$ cat src/rtl/branch_pkg.sv
// Shared branch definitions: funct3 branch encodings and saturating-counter state constants.
`default_nettype none

package branch_pkg;

   typedef enum logic [2:0] {
      F3_BEQ  = 3'b000,
      F3_BNE  = 3'b001,
      F3_BLT  = 3'b100,
      F3_BGE  = 3'b101,
      F3_BLTU = 3'b110,
      F3_BGEU = 3'b111
   } funct3_e;

   localparam logic [1:0] c_CTR2_STRONG_NT = 2'd0;
   localparam logic [1:0] c_CTR2_WEAK_NT   = 2'd1;
   localparam logic [1:0] c_CTR2_WEAK_T    = 2'd2;
   localparam logic [1:0] c_CTR2_STRONG_T  = 2'd3;

   // Counter states for an arbitrary counter width (2-bit values above are the bits=2 case).
   function automatic int ctr_strong_nt(input int bits);
      return 0;
   endfunction

   function automatic int ctr_weak_nt(input int bits);
      return (1 << (bits - 1)) - 1;
   endfunction

   function automatic int ctr_weak_t(input int bits);
      return 1 << (bits - 1);
   endfunction

   function automatic int ctr_strong_t(input int bits);
      return (1 << bits) - 1;
   endfunction

endpackage

`default_nettype wire

$ cat src/rtl/branch_predict_unit_if.sv
// Fetch-lookup / execute-resolve bus of the branch predict unit.
`default_nettype none

interface branch_predict_unit_if #(
   parameter int XLEN = 32
);
   logic            LookupValid;
   logic [XLEN-1:0] LookupPC;
   logic            PredValid;
   logic            PredTaken;
   logic            ResValid;
   logic [XLEN-1:0] ResPC;
   logic [2:0]      ResFunct3;
   logic [XLEN-1:0] ResA;
   logic [XLEN-1:0] ResB;
   logic            ResPredTaken;
   logic            ResDone;
   logic            Diverge;
   logic            Mispredict;
   logic            ResIllegal;
   logic [31:0]     StatBranches;
   logic [31:0]     StatMispredicts;

   modport master (
      output LookupValid, LookupPC, ResValid, ResPC, ResFunct3, ResA, ResB, ResPredTaken,
      input  PredValid, PredTaken, ResDone, Diverge, Mispredict, ResIllegal,
             StatBranches, StatMispredicts
   );

   modport slave (
      input  LookupValid, LookupPC, ResValid, ResPC, ResFunct3, ResA, ResB, ResPredTaken,
      output PredValid, PredTaken, ResDone, Diverge, Mispredict, ResIllegal,
             StatBranches, StatMispredicts
   );
endinterface

`default_nettype wire

$ cat src/rtl/branch_compare.sv
// Combinational branch condition evaluation; non-branch funct3 encodings flag Illegal.
`default_nettype none

module branch_compare
   import branch_pkg::*;
#(
   parameter int XLEN = 32
) (
   input  wire logic [2:0]      i_funct3,
   input  wire logic [XLEN-1:0] i_a,
   input  wire logic [XLEN-1:0] i_b,
   output logic                 o_taken,
   output logic                 o_illegal
);

   always_comb begin
      o_taken   = 1'b0;
      o_illegal = 1'b0;
      case (i_funct3)
         F3_BEQ:  o_taken = (i_a == i_b);
         F3_BNE:  o_taken = (i_a != i_b);
         F3_BLT:  o_taken = ($signed(i_a) <  $signed(i_b));
         F3_BGE:  o_taken = ($signed(i_a) >= $signed(i_b));
         F3_BLTU: o_taken = (i_a <  i_b);
         F3_BGEU: o_taken = (i_a >= i_b);
         default: o_illegal = 1'b1;
      endcase
   end

endmodule

`default_nettype wire

$ cat src/rtl/branch_predict_unit.sv
// Bimodal branch predictor with in-unit resolve; optional perf counters under BRANCH_STATS_EN.
`default_nettype none

module branch_predict_unit
   import branch_pkg::*;
#(
   parameter int XLEN        = 32,
   parameter int BHT_ENTRIES = 64,
   parameter int CTR_BITS    = 2
) (
   input wire logic             Clock,
   input wire logic             Reset,
   branch_predict_unit_if.slave bus
);

   localparam int                  c_IDXW     = $clog2(BHT_ENTRIES);
   localparam logic [CTR_BITS-1:0] c_CTR_INIT = CTR_BITS'(ctr_weak_nt(CTR_BITS));
   localparam logic [CTR_BITS-1:0] c_CTR_MAX  = CTR_BITS'(ctr_strong_t(CTR_BITS));
   localparam logic [CTR_BITS-1:0] c_CTR_MIN  = CTR_BITS'(ctr_strong_nt(CTR_BITS));

   logic [CTR_BITS-1:0] r_bht [BHT_ENTRIES];

   logic [c_IDXW-1:0]   w_lidx;
   logic [c_IDXW-1:0]   w_ridx;
   logic                w_taken;
   logic                w_illegal;
   logic                w_upd;
   logic                w_mis;
   logic [CTR_BITS-1:0] w_ctr_cur;
   logic [CTR_BITS-1:0] w_ctr_nxt;

   logic r_pred_valid;
   logic r_pred_taken;
   logic r_res_done;
   logic r_diverge;
   logic r_mispredict;
   logic r_illegal;

   assign w_lidx    = bus.LookupPC[c_IDXW+1:2];
   assign w_ridx    = bus.ResPC[c_IDXW+1:2];
   assign w_ctr_cur = r_bht[w_ridx];
   assign w_upd     = bus.ResValid & ~w_illegal;
   assign w_mis     = w_upd & (w_taken != bus.ResPredTaken);

   branch_compare #(
      .XLEN (XLEN)
   ) u_compare (
      .i_funct3  (bus.ResFunct3),
      .i_a       (bus.ResA),
      .i_b       (bus.ResB),
      .o_taken   (w_taken),
      .o_illegal (w_illegal)
   );

   always_comb begin
      w_ctr_nxt = w_ctr_cur;
      if (w_taken) begin
         if (w_ctr_cur != c_CTR_MAX) w_ctr_nxt = w_ctr_cur + CTR_BITS'(1);
      end else begin
         if (w_ctr_cur != c_CTR_MIN) w_ctr_nxt = w_ctr_cur - CTR_BITS'(1);
      end
   end

   // Lookup reads the table before this edge's update lands, giving read-before-write on index clashes.
   always_ff @(posedge Clock or posedge Reset) begin
      if (Reset) begin
         for (int i = 0; i < BHT_ENTRIES; i++) r_bht[i] <= c_CTR_INIT;
      end else if (w_upd) begin
         r_bht[w_ridx] <= w_ctr_nxt;
      end
   end

   always_ff @(posedge Clock or posedge Reset) begin
      if (Reset) begin
         r_pred_valid <= 1'b0;
         r_pred_taken <= 1'b0;
         r_res_done   <= 1'b0;
         r_diverge    <= 1'b0;
         r_mispredict <= 1'b0;
         r_illegal    <= 1'b0;
      end else begin
         r_pred_valid <= bus.LookupValid;
         r_pred_taken <= bus.LookupValid & r_bht[w_lidx][CTR_BITS-1];
         r_res_done   <= bus.ResValid;
         r_diverge    <= w_upd & w_taken;
         r_mispredict <= w_mis;
         r_illegal    <= bus.ResValid & w_illegal;
      end
   end

   assign bus.PredValid  = r_pred_valid;
   assign bus.PredTaken  = r_pred_taken;
   assign bus.ResDone    = r_res_done;
   assign bus.Diverge    = r_diverge;
   assign bus.Mispredict = r_mispredict;
   assign bus.ResIllegal = r_illegal;

`ifdef BRANCH_STATS_EN
   logic [31:0] r_stat_br;
   logic [31:0] r_stat_mis;

   always_ff @(posedge Clock or posedge Reset) begin
      if (Reset) begin
         r_stat_br  <= '0;
         r_stat_mis <= '0;
      end else begin
         if (w_upd && (r_stat_br != 32'hFFFF_FFFF))  r_stat_br  <= r_stat_br + 32'd1;
         if (w_mis && (r_stat_mis != 32'hFFFF_FFFF)) r_stat_mis <= r_stat_mis + 32'd1;
      end
   end

   assign bus.StatBranches    = r_stat_br;
   assign bus.StatMispredicts = r_stat_mis;
`else
   assign bus.StatBranches    = 32'd0;
   assign bus.StatMispredicts = 32'd0;
`endif

endmodule

`default_nettype wire

$ cat src/flat_wrapper.sv
// flat-port wrapper written by rule: the top's interface ports become plain ports
module branch_predict_unit_flat import branch_pkg::*;
#(
   parameter int XLEN        = 32,
   parameter int BHT_ENTRIES = 64,
   parameter int CTR_BITS    = 2
)
  (Clock, Reset, bus_LookupValid, bus_LookupPC, bus_ResValid, bus_ResPC, bus_ResFunct3, bus_ResA, bus_ResB, bus_ResPredTaken, bus_PredValid, bus_PredTaken, bus_ResDone, bus_Diverge, bus_Mispredict, bus_ResIllegal, bus_StatBranches, bus_StatMispredicts);
  branch_predict_unit_if #(.XLEN(XLEN)) bus_i ();
  input wire logic Clock;
  input wire logic Reset;
  input wire logic [$bits(bus_i.LookupValid)-1:0] bus_LookupValid;
  input wire logic [$bits(bus_i.LookupPC)-1:0] bus_LookupPC;
  input wire logic [$bits(bus_i.ResValid)-1:0] bus_ResValid;
  input wire logic [$bits(bus_i.ResPC)-1:0] bus_ResPC;
  input wire logic [$bits(bus_i.ResFunct3)-1:0] bus_ResFunct3;
  input wire logic [$bits(bus_i.ResA)-1:0] bus_ResA;
  input wire logic [$bits(bus_i.ResB)-1:0] bus_ResB;
  input wire logic [$bits(bus_i.ResPredTaken)-1:0] bus_ResPredTaken;
  output wire logic [$bits(bus_i.PredValid)-1:0] bus_PredValid;
  output wire logic [$bits(bus_i.PredTaken)-1:0] bus_PredTaken;
  output wire logic [$bits(bus_i.ResDone)-1:0] bus_ResDone;
  output wire logic [$bits(bus_i.Diverge)-1:0] bus_Diverge;
  output wire logic [$bits(bus_i.Mispredict)-1:0] bus_Mispredict;
  output wire logic [$bits(bus_i.ResIllegal)-1:0] bus_ResIllegal;
  output wire logic [$bits(bus_i.StatBranches)-1:0] bus_StatBranches;
  output wire logic [$bits(bus_i.StatMispredicts)-1:0] bus_StatMispredicts;
  assign bus_i.LookupValid = bus_LookupValid;
  assign bus_i.LookupPC = bus_LookupPC;
  assign bus_i.ResValid = bus_ResValid;
  assign bus_i.ResPC = bus_ResPC;
  assign bus_i.ResFunct3 = bus_ResFunct3;
  assign bus_i.ResA = bus_ResA;
  assign bus_i.ResB = bus_ResB;
  assign bus_i.ResPredTaken = bus_ResPredTaken;
  assign bus_PredValid = bus_i.PredValid;
  assign bus_PredTaken = bus_i.PredTaken;
  assign bus_ResDone = bus_i.ResDone;
  assign bus_Diverge = bus_i.Diverge;
  assign bus_Mispredict = bus_i.Mispredict;
  assign bus_ResIllegal = bus_i.ResIllegal;
  assign bus_StatBranches = bus_i.StatBranches;
  assign bus_StatMispredicts = bus_i.StatMispredicts;
  branch_predict_unit #(.XLEN(XLEN), .BHT_ENTRIES(BHT_ENTRIES), .CTR_BITS(CTR_BITS)) u_core (.Clock(Clock), .Reset(Reset), .bus(bus_i));
endmodule
$ cat config.mk
export PLATFORM = sky130hd
export DESIGN_NAME = branch_predict_unit_flat
export DESIGN_NICKNAME = d
export VERILOG_FILES = /design/src/rtl/branch_pkg.sv /design/src/rtl/branch_predict_unit_if.sv /design/src/rtl/branch_compare.sv /design/src/rtl/branch_predict_unit.sv /design/src/flat_wrapper.sv
export SDC_FILE = /design/constraint.sdc
export NUM_CORES = 1
export LEC_CHECK = 0
export CORE_ASPECT_RATIO = 0.5
export CORE_MARGIN = 2
export CORE_UTILIZATION = 50
export DETAILED_ROUTE_END_ITERATION = 8
export PLACE_DENSITY = 0.88
export SLEW_MARGIN = 20
export SYNTH_ARGS = -nofsm -noshare
export SYNTH_HDL_FRONTEND = slang
export SYNTH_SLANG_ARGS = --single-unit
$ cat constraint.sdc
create_clock -name Clock -period 5.6 [get_ports Clock]
set_input_delay 0.84 -clock Clock [delete_from_list [all_inputs] [get_ports Clock]]
set_output_delay 0.84 -clock Clock [all_outputs]
set_load 0.05 [all_outputs]
Yosys cells after proc, flatten, opt, wreduce, memory -nomap -nowiden
Index checks and enable logic that the tools add are counted.
Widths: inputs -> output; s select.

word-level totals
  memories kept = 0
  bits in read-only memories = 0
  word-level logic and storage cells = 113
  memory bits (writable) = 0
  register bits = 134
  output and inout bits = 70
  input port bits = 136
  latch bits = 0

cells by class
  bitwise gates (word level) = 7
  muxes and demuxes = 14
  div/mod/pow operators = 0
  add/subtract/negate cells = 2
  eq/ne operators = 9
  shifts and indexed selects = 0
  order comparisons = 7
  reductions and logical operators = 4
  $mul = 0

operators with widths
  kind                 count
  $bwmux 128           1
  $ge 32x32->1         2
  $lt 32x32->1         2
  $eq 32x32->1         1
  $ne 32x32->1         1
  $bmux 2 s6           2
  $mux 2               8
  $ge 7x7->1 const B   2
  $not 6->7            2
  $demux 2 s6          1
  $eq 3x3->1 const B   4
  $lt 7x1->1 const B   1
  $pmux 1 s6           1
  $reduce_or 6->1      1
  $and 1x1->1          5
  $eq 3x1->1 const B   1
  $logic_not 3->1      1
  $add 2x1->2 const B  1
  $ne 2x2->1 const B   1
  $reduce_bool 2->1    1
  $sub 2x1->2 const B  1
  $logic_and 1x1->1    1
  $mux 1               1
  $ne 1x1->1           1

Longest topological paths before layout
  depth in word-level cells = 8
  depth in mapped cells = 12
  gate-level depth less buffers = 10

Cells and area by module
A second synthesis with hierarchy kept.

unflattened totals
  cell total of the unflattened synthesis = 878
  area, all modules = 8244.2 um^2

modules (own cells, without submodules)
  module               sequential area each (um^2)  area each (um^2)  cells each  times used
  branch_predict_unit  3433.3                       7314.5            749         1
  branch_compare       0.0                          929.6             129         1

Least setup slack after synthesis
No wires, ideal clock.

  path kind = input port to flip-flop
  from = input bus_ResB[29]
  to = register u_core.r_bht[64] (netlist name)
  required time = 5.515 ns
  library setup time = 0.085 ns
  stages = 12
  slack = 2.398 ns
  path buffers = 2
  arrival time = 3.117 ns
  cell sequence = inv_1 ha_1 a21o_1 a21o_1 a221oi_1 o211ai_1 a211oi_1 mux2i_1 maj3_2 buf_6 buf_6 a21oi_1

between the ends
  word-level cells in the longest chain between the ends = 4
  elaborated cells between the ends (all ways) = 9

ends and longest elaborated chain
  element                                     RTL line                   text
  start: declaration                          flat_wrapper.sv:18         input wire logic [$bits(bus_i.ResB)-1:0] bus_ResB;
  $ge 32x32->1, or another cell as far along  branch_compare.sv:25       F3_BGEU: o_taken = (i_a >= i_b);
  $pmux 1 s6 (*)                              branch_compare.sv:19       case (i_funct3)
  $mux 2 (*)                                  branch_predict_unit.sv:57  if (w_taken) begin
  $bwmux 128 (*)                              branch_predict_unit.sv:69  r_bht[w_ridx] <= w_ctr_nxt;
  end signal: indexed assignment              branch_predict_unit.sv:69
  end: declaration                            branch_predict_unit.sv:21  logic [CTR_BITS-1:0] r_bht [BHT_ENTRIES];

Mark *: on every way between the ends. The rest lies on a longest branch, timed or not.
A chain may end at the register's enable or synchronous reset.

Worst setup path in the final report
  from = input bus_ResPC[3]
  to = register u_core.r_bht[36] (netlist name)

between the ends
  word-level cells in the longest chain between the ends = 8
  elaborated cells between the ends (all ways) = 17

ends and longest elaborated chain
  element                                    RTL line                                              text
  start: declaration                         flat_wrapper.sv:15                                    input wire logic [$bits(bus_i.ResPC)-1:0] bus_ResPC;
  $not 6->7 (not written as such) (*)        branch_predict_unit.sv:41, branch_predict_unit.sv:69
  $bmux 2 s6                                 branch_predict_unit.sv:41                             assign w_ctr_cur = r_bht[w_ridx];
  $mux 2 (not written as such) (2 in a row)  branch_predict_unit.sv:41
  $sub 2x1->2, or another cell as far along  branch_predict_unit.sv:60                             if (w_ctr_cur != c_CTR_MIN) w_ctr_nxt = w_ctr_cur - CTR_BITS'(1);
  $mux 2 (on tied branches)                  branch_predict_unit.sv:60, branch_predict_unit.sv:58
  $mux 2                                     branch_predict_unit.sv:57
  $bwmux 128 (*)                             branch_predict_unit.sv:69

Mark *: on every way between the ends. The rest lies on a longest branch, timed or not. The select of a mux whose other input is x is not followed.

==> flow_metrics.env <==
export IMPL_cp_max_fo=34
export IMPL_met2_usage_pct=44.7
export IMPL_core_area_mm2=0.0162
export IMPL_cts_hold_fix_buffers=0
export IMPL_die_w_um=185
export IMPL_ant_nets=0
export IMPL_dr_pass1_iters=9
export IMPL_dp_cells=1133
export IMPL_cts_buffers=17
export IMPL_status="finished, violations left"
export IMPL_slew_headroom_pct=30.2
export IMPL_synthSimpleGateAreaFrac_pct=14.4
export IMPL_fin_crit_ps=4500
export IMPL_finalSetupViolCount=0
export IMPL_grt_busiest_layer="met2"
export IMPL_synthArstFlopShare_pct=100
export IMPL_die_area_mm2=0.0176
export IMPL_yosysSeqAreaShare_pct=41.7
export IMPL_synth_top_area_share_pct=21.3
export IMPL_post_cts_setup_buffers=0
export IMPL_synth_fa_ha_area_share_pct=5.00
export IMPL_yosys_top_cells_count="202 x nor2_1, 121 x a21oi_1, 70 x dfrtp_1, 65 x buf_4, 64 x dfstp_2"
export IMPL_diodes=0
export IMPL_grt_ovfl_total=0
export IMPL_area_growth_pct=17.1
export IMPL_wl_per_cell_um=19.6
export IMPL_cts_tree="built"
export IMPL_final_hold_viol_count=0
export IMPL_fin_nets=1093
export IMPL_synth_area_leaders="dfrtp_1 21%, dfstp_2 20%, nor2_1 9.2%"
export IMPL_via_per_inst=6.08
export IMPL_yosysMostFrequentCell="nor2_1"
export IMPL_die_y_um=94.7
export IMPL_synth_compound_area_share_pct=15.2
export IMPL_required_ps=5960
export IMPL_worstMarginPinSlew_ps=1040
export IMPL_tns_ps=0
export IMPL_routed_wl_um=22800
export IMPL_worst_setup_path_start_kind="primary input"
export IMPL_yosysTopAreaCell="dfrtp_1"
export IMPL_synth_mux_area_share_pct=13.0
export IMPL_htree_levels=4
export IMPL_hold_path_class="register to register"
export IMPL_synth_xor_area_share_pct=0
export IMPL_grt_pass1_vias=6953
export IMPL_synth_cells=843
export IMPL_endpoint_kind="register"
export IMPL_cts_resized=0
export IMPL_start_util_pct=50.7
export IMPL_synth_warnings=0
export IMPL_synth_edf_count=0
export IMPL_ir_worst_vdd_mv=0.330
export IMPL_antenna_found_initial=0
export IMPL_syn_area_mm2=0.00823
export IMPL_vias=7083
export IMPL_ys_seq_elements=134
export IMPL_violations="design-rule violations"
export IMPL_rows=33
export IMPL_drc=1
export IMPL_slew_violations=0
export IMPL_grt_pass1_wl_um=35700
export IMPL_synth_top_family_by_area="compound AO/OA/AOI/OAI gates"
export IMPL_avgSynthCellArea_um2=9.76
export IMPL_clockRootBuffer="clkbuf_16"
export IMPL_clockBufferDepth=2
export IMPL_port_buffers=89
export IMPL_place_gp_congestion=0.904
export IMPL_post_route_period_util_pct=80.3
export IMPL_rsz0062_at_grt="false"
export IMPL_clock_fmax_ghz=0.222
export IMPL_grt_max_degree=63
export IMPL_grt_use_met1_pct=30.8
export IMPL_met3_usage_pct=8.29
export IMPL_clock_latency_ps=430
export IMPL_path_clk_slew_ps=60
export IMPL_synth_ff_type="dfrtp_1"
export IMPL_first_iter_violations=801
export IMPL_criticalPathCategory="primary input to register"
export IMPL_grt_usage_pct=26.8
export IMPL_p_leak_nw=4.09
export IMPL_cap_viol_max_count=0
export IMPL_numClockSinks=134
export IMPL_synth_cell_type_count=55
export IMPL_skew_ps=6.78
export IMPL_place_hpwl_um=15100
export IMPL_io_pins=206
export IMPL_crit_arrival_ps=4860
export IMPL_layout_cells_non_filler=1165
export IMPL_layout_drive_gt1_share_pct=19.6
export IMPL_p_per_area_mw_per_mm2=345
export IMPL_rrSetupSlack_ps=2560
[stage by stage]
| step | setup slack (ps) | cell area [µm²] | utilization (%) | total power, mW | hold slack [ps] |
|---|---|---|---|---|---|
| after floorplan | 1280 | 8470 | - | 1.94 | 458 |
| after global placement | 1100 | 9020 | 55.6 | 2.08 | 467 |
| after detailed placement | 1030 | 9020 | 55.6 | 2.12 | 490 |
| after CTS | 1320 | 9640 | 59.4 | 3.29 | 501 |
| after global routing | 1140 | 9640 | 59.4 | 3.45 | 520 |
| final | 1100 | 9640 | 59.4 | 3.32 | 504 |
[flip-flops by register name (all words and copies together) (netlist names)]
signal                 count
u_core.r_bht             128
u_core.bus.Diverge         1
u_core.bus.Mispredict      1
u_core.bus.PredTaken       1
u_core.bus.PredValid       1
u_core.bus.ResDone         1
u_core.bus.ResIllegal      1
[routing by layer]
metal  up-vias  part of all wire [%]
li1       3022                     -
met1      3352                    34
met2       575                    47
met3       134                    13
met4         0                   5.5
met5         -                     0
[cell usage in the layout (no fill, tap or decap), types with 3 or more instances in the layout]
cell             count
a21o_1               4
a21oi_1            121
a21oi_2             19
a221oi_1            13
a22oi_1              9
a31oi_1              3
a32oi_1              4
and2_1               7
buf_4               11
bufinv_16            3
clkbuf_16           17
clkdlybuf4s50_1     88
conb_1              64
dfrtp_1             70
dfstp_2             64
ha_1                32
inv_1               38
inv_6                3
mux2_2              14
mux2i_1              6
mux4_1               5
mux4_2              32
nand2_1             24
nand3_1              7
nand3b_1             3
nand4_1              6
nor2_1             202
nor2b_1              8
nor3_1               5
o211ai_1             3
o21ai_0              6
o22ai_1              8
[critical path, stage by stage]
cell and delay, ps:
clkdlybuf4s50_1 1000, clkinv_1 670, a221oi_1 510, o22ai_1 150, a22oi_1 310, nand3_1 190, maj3_2 650, buf_12 300
a21oi_1 180
[cell type report]
cell class | count | area (µm²)
Tap cell | 227 | 284
Clock buffer | 19 | 443
Fill cell | 1206 | 6590
Timing Repair Buffer | 101 | 988
Inverter | 40 | 153
Clock inverter | 13 | 170
Multi-Input combinational cell | 631 | 4160
Sequential cell | 134 | 3430
[path summary, 6_finish.rpt]
path | from | endpoint | depth (start not counted)
max | bus_ResPC[3] | u_core.r_bht[36] | 9
min | u_core.r_bht[80] | u_core.r_bht[80] | 2
max reg2reg | u_core.r_bht[77] | u_core.r_bht[36] | 9
min reg2reg | u_core.r_bht[80] | u_core.r_bht[80] | 2
max in group asynchronous | Reset | u_core.bus.Diverge | 3
min in group asynchronous | Reset | u_core.bus.ResIllegal | 2
[report_power, final]
group	internal, mW	leakage (nW)	total, mW	switching, mW
Clock	0.718	0.296	1.17	0.452
Combinational	0.330	2.22	0.820	0.491
Sequential	1.20	1.58	1.33	0.128
[cell families (layout without fill, tap and decap cells)]
family          Yosys count  after routing
simple gates            275            275
compound gates          202            202
buf+inv                 141            173
flops                   134            134
mux                      57             57
fa+ha+maj                33             33
other cells               1             64
Power figures use the tool's default switching activity.
==> edit: new RTL, same flow settings <==
`XLEN` is set to 32 in 4 places; all go to 36.
--- a/src/rtl/branch_predict_unit_if.sv
+++ b/src/rtl/branch_predict_unit_if.sv
@@ -3,5 +3,5 @@
 
 interface branch_predict_unit_if #(
-   parameter int XLEN = 32
+   parameter int XLEN = 36
 );
    logic            LookupValid;
--- a/src/rtl/branch_compare.sv
+++ b/src/rtl/branch_compare.sv
@@ -5,5 +5,5 @@
    import branch_pkg::*;
 #(
-   parameter int XLEN = 32
+   parameter int XLEN = 36
 ) (
    input  wire logic [2:0]      i_funct3,
--- a/src/rtl/branch_predict_unit.sv
+++ b/src/rtl/branch_predict_unit.sv
@@ -5,5 +5,5 @@
    import branch_pkg::*;
 #(
-   parameter int XLEN        = 32,
+   parameter int XLEN        = 36,
    parameter int BHT_ENTRIES = 64,
    parameter int CTR_BITS    = 2
--- a/src/flat_wrapper.sv
+++ b/src/flat_wrapper.sv
@@ -2,5 +2,5 @@
 module branch_predict_unit_flat import branch_pkg::*;
 #(
-   parameter int XLEN        = 32,
+   parameter int XLEN        = 36,
    parameter int BHT_ENTRIES = 64,
    parameter int CTR_BITS    = 2
Ports: changed (resized bus_LookupPC, bus_ResA, bus_ResB and bus_ResPC); port bits go from 206 to 222. No check against the original RTL was run, so the function may have changed too.
==> edit against the original RTL <==
Setup slack better by 0.19 ns; register-to-register slack gained 0.16 ns; cell area grew 1.1%; critical path depth is 1 higher; non-clock buffer count increased by 12; worst hold slack lost 0.040 ns; sequential cell count is the same; via count increased by 4.5%; combinational power decreased by 31%; routed wire length increased by 2.2%; synthesized area is 0.67% higher; total power is 15% lower; critical path type unchanged.
==> edit: results (changes against the original RTL) <==
<table>
<tr><th>Metric</th><th>Value</th></tr>
<tr><th colspan="2">Critical path</th></tr>
<tr><td>Data arrival time of the critical path</td><td>4.64 ns (-0.22 ns)</td></tr>
<tr><td>R2r startpoint</td><td>u_core.r_bht[17]</td></tr>
<tr><td>FF-to-FF End</td><td>u_core.r_bht[71]</td></tr>
<tr><td>Crit-path max cell delay</td><td>0.78 ns (-0.22 ns)</td></tr>
<tr><td>Register-to-register setup slack</td><td>2.72 ns (+0.16 ns)</td></tr>
<tr><th colspan="2">Pwr</th></tr>
<tr><td>Worst ir drop on vdd</td><td>0.165 mV (-50%)</td></tr>
<tr><td>Leak pwr</td><td>4.05 nW (-0.98%)</td></tr>
<tr><th colspan="2">Route</th></tr>
<tr><td>First-pass detailed-route iteration total</td><td>6 (-3)</td></tr>
<tr><td>Detail-routed net length per standard cell</td><td>18.9 microns (-3.2%)</td></tr>
<tr><td>Via density</td><td>6.02 (-0.92%)</td></tr>
<tr><td>DRC marker count from the first detailed-route iteration</td><td>829 (+3.5%)</td></tr>
<tr><td>Met2 layer wire length in the routed design</td><td>11,000 microns (+1.9%)</td></tr>
<tr><th colspan="2">Yosys</th></tr>
<tr><td>Share of synthesized area spent on multiplexers</td><td>10.8% (-2.2 points)</td></tr>
<tr><td>Portion of the post-synthesis area used by sequential elements</td><td>41.4% (-0.28 points)</td></tr>
<tr><td>Adder-cell area share of the yosys netlist</td><td>5.77% (+0.77 points)</td></tr>
<tr><td>Compound-gate portion of the synthesized area</td><td>16.1% (+0.90 points)</td></tr>
<tr><td>Dominant cells by area after synthesis</td><td>sky130_fd_sc_hd__dfrtp_1 (21%), sky130_fd_sc_hd__dfstp_2 (20%), sky130_fd_sc_hd__nand2_1 (9.8%), sky130_fd_sc_hd__mux4_2 (7.3%), sky130_fd_sc_hd__o21ai_1 (7.2%)</td></tr>
<tr><td>XOR/XNOR share of the synthesized area</td><td>0.211% (+0.21 points)</td></tr>
<tr><td>Post-synthesis cell type count</td><td>47 (-15%)</td></tr>
<tr><th colspan="2">Run status</th></tr>
<tr><td>Run status</td><td>complete, no violations</td></tr>
<tr><th colspan="2">GRT</th></tr>
<tr><td>Largest net degree at the start of global routing</td><td>65 (+3.2%)</td></tr>
<tr><td>Global-route wire length before repair</td><td>36,900 microns (+3.5%)</td></tr>
<tr><td>GRT Resource Usage Total</td><td>27.5% (+0.75 points)</td></tr>
<tr><td>Via count of the first global-routing pass</td><td>7,257 (+4.4%)</td></tr>
<tr><th colspan="2">Placed design</th></tr>
<tr><td>Weighted congestion reported at the end of routability-driven placement</td><td>0.925 (+2.3%)</td></tr>
<tr><td>Count of port buffers added during placement</td><td>97 (+9.0%)</td></tr>
<tr><th colspan="2">Finish</th></tr>
<tr><td>Total of fill cells in the finished design</td><td>1,273 (+5.6%)</td></tr>
<tr><th colspan="2">STA</th></tr>
<tr><td>Worst setup skew after layout</td><td>0.00633 ns (-0.000449 ns)</td></tr>
</table>
[edit: cell types whose count changed in the layout (fill, tap and decap cells not counted), sizes merged, moves of 10 or more]
cell	change
a21oi	-115
a22oi	+10
mux4	-10
nand2	+193
nor2	-174
o21ai	+137
[edit: per-stage QoR]
step           area (sq um)  power [mW]  instances  setup WS [ns]  utilization [%]
6_report               9740        2.84       1229           1.30             59.7
5_1_grt                9740        2.94       1229           1.16             59.7
4_1_cts                9740        2.83       1229           1.37             59.7
3_5_place_dp           9160        1.72       1197           1.04             56.1
3_3_place_gp           9160        1.69       1197           1.13             56.1
2_1_floorplan          8520        1.59        960           1.28                -
[edit: cell families (layout without fill, tap and decap cells)]
family,after synthesis,count (layout)
muxes,53,53
adders and majority gates,38,38
buffers and inverters,147,189
DFF,134,134
AOI/OAI and AO/OA,229,229
other,1,64
and+or+nand+nor,293,293
xor gates and xnor gates,2,2
[edit: how the worst min path moves through the flow]
| stage | endpoint | slack, ns | cells after the start |
|---|---|---|---|
| global route | u_core.r_bht[22] | 0.47 | 2 |
| floorplan | u_core.r_bht[0] | 0.44 | 2 |
| detailed placement | u_core.r_bht[114] | 0.45 | 2 |
| global placement | u_core.r_bht[108] | 0.45 | 2 |
| finish | u_core.r_bht[114] | 0.46 | 2 |
| CTS | u_core.r_bht[114] | 0.46 | 2 |
[edit: power breakdown]
part	leakage (nW)	switching (mW)	internal (mW)
sequential	1.63	0.0587	1.10
combinational	2.15	0.368	0.198
clock	0.276	0.459	0.656
[edit: final cells by class]
| class | instances | area (sq um) | area share (%) |
|---|---|---|---|
| clock buffers | 17 | 425 | 4.37 |
| clock inverters | 15 | 154 | 1.58 |
| inverters | 44 | 168 | 1.72 |
| multi-input cells | 679 | 4190 | 43.0 |
| flip-flops and latches | 134 | 3430 | 35.3 |
| well taps | 227 | 284 | 2.92 |
| repair buffers | 113 | 1090 | 11.2 |
[edit: routing by layer]
metal	global-route usage (%)	up-vias
met1	32.3	3458
met2	45.6	589
met3	8.63	126
li1	-	3230
met5	0	-
met4	15.5	0
[edit: worst reg2reg max path: stages (launching register included)]
cell	delay [ns]
sky130_fd_sc_hd__dfrtp_1	0.41
sky130_fd_sc_hd__mux2_2	0.27
sky130_fd_sc_hd__a221oi_1	0.27
sky130_fd_sc_hd__o22ai_1	0.19
sky130_fd_sc_hd__a22o_1	0.25
sky130_fd_sc_hd__a21oi_1	0.12
sky130_fd_sc_hd__and4_1	0.27
sky130_fd_sc_hd__maj3_4	0.72
sky130_fd_sc_hd__o21ai_0	0.23
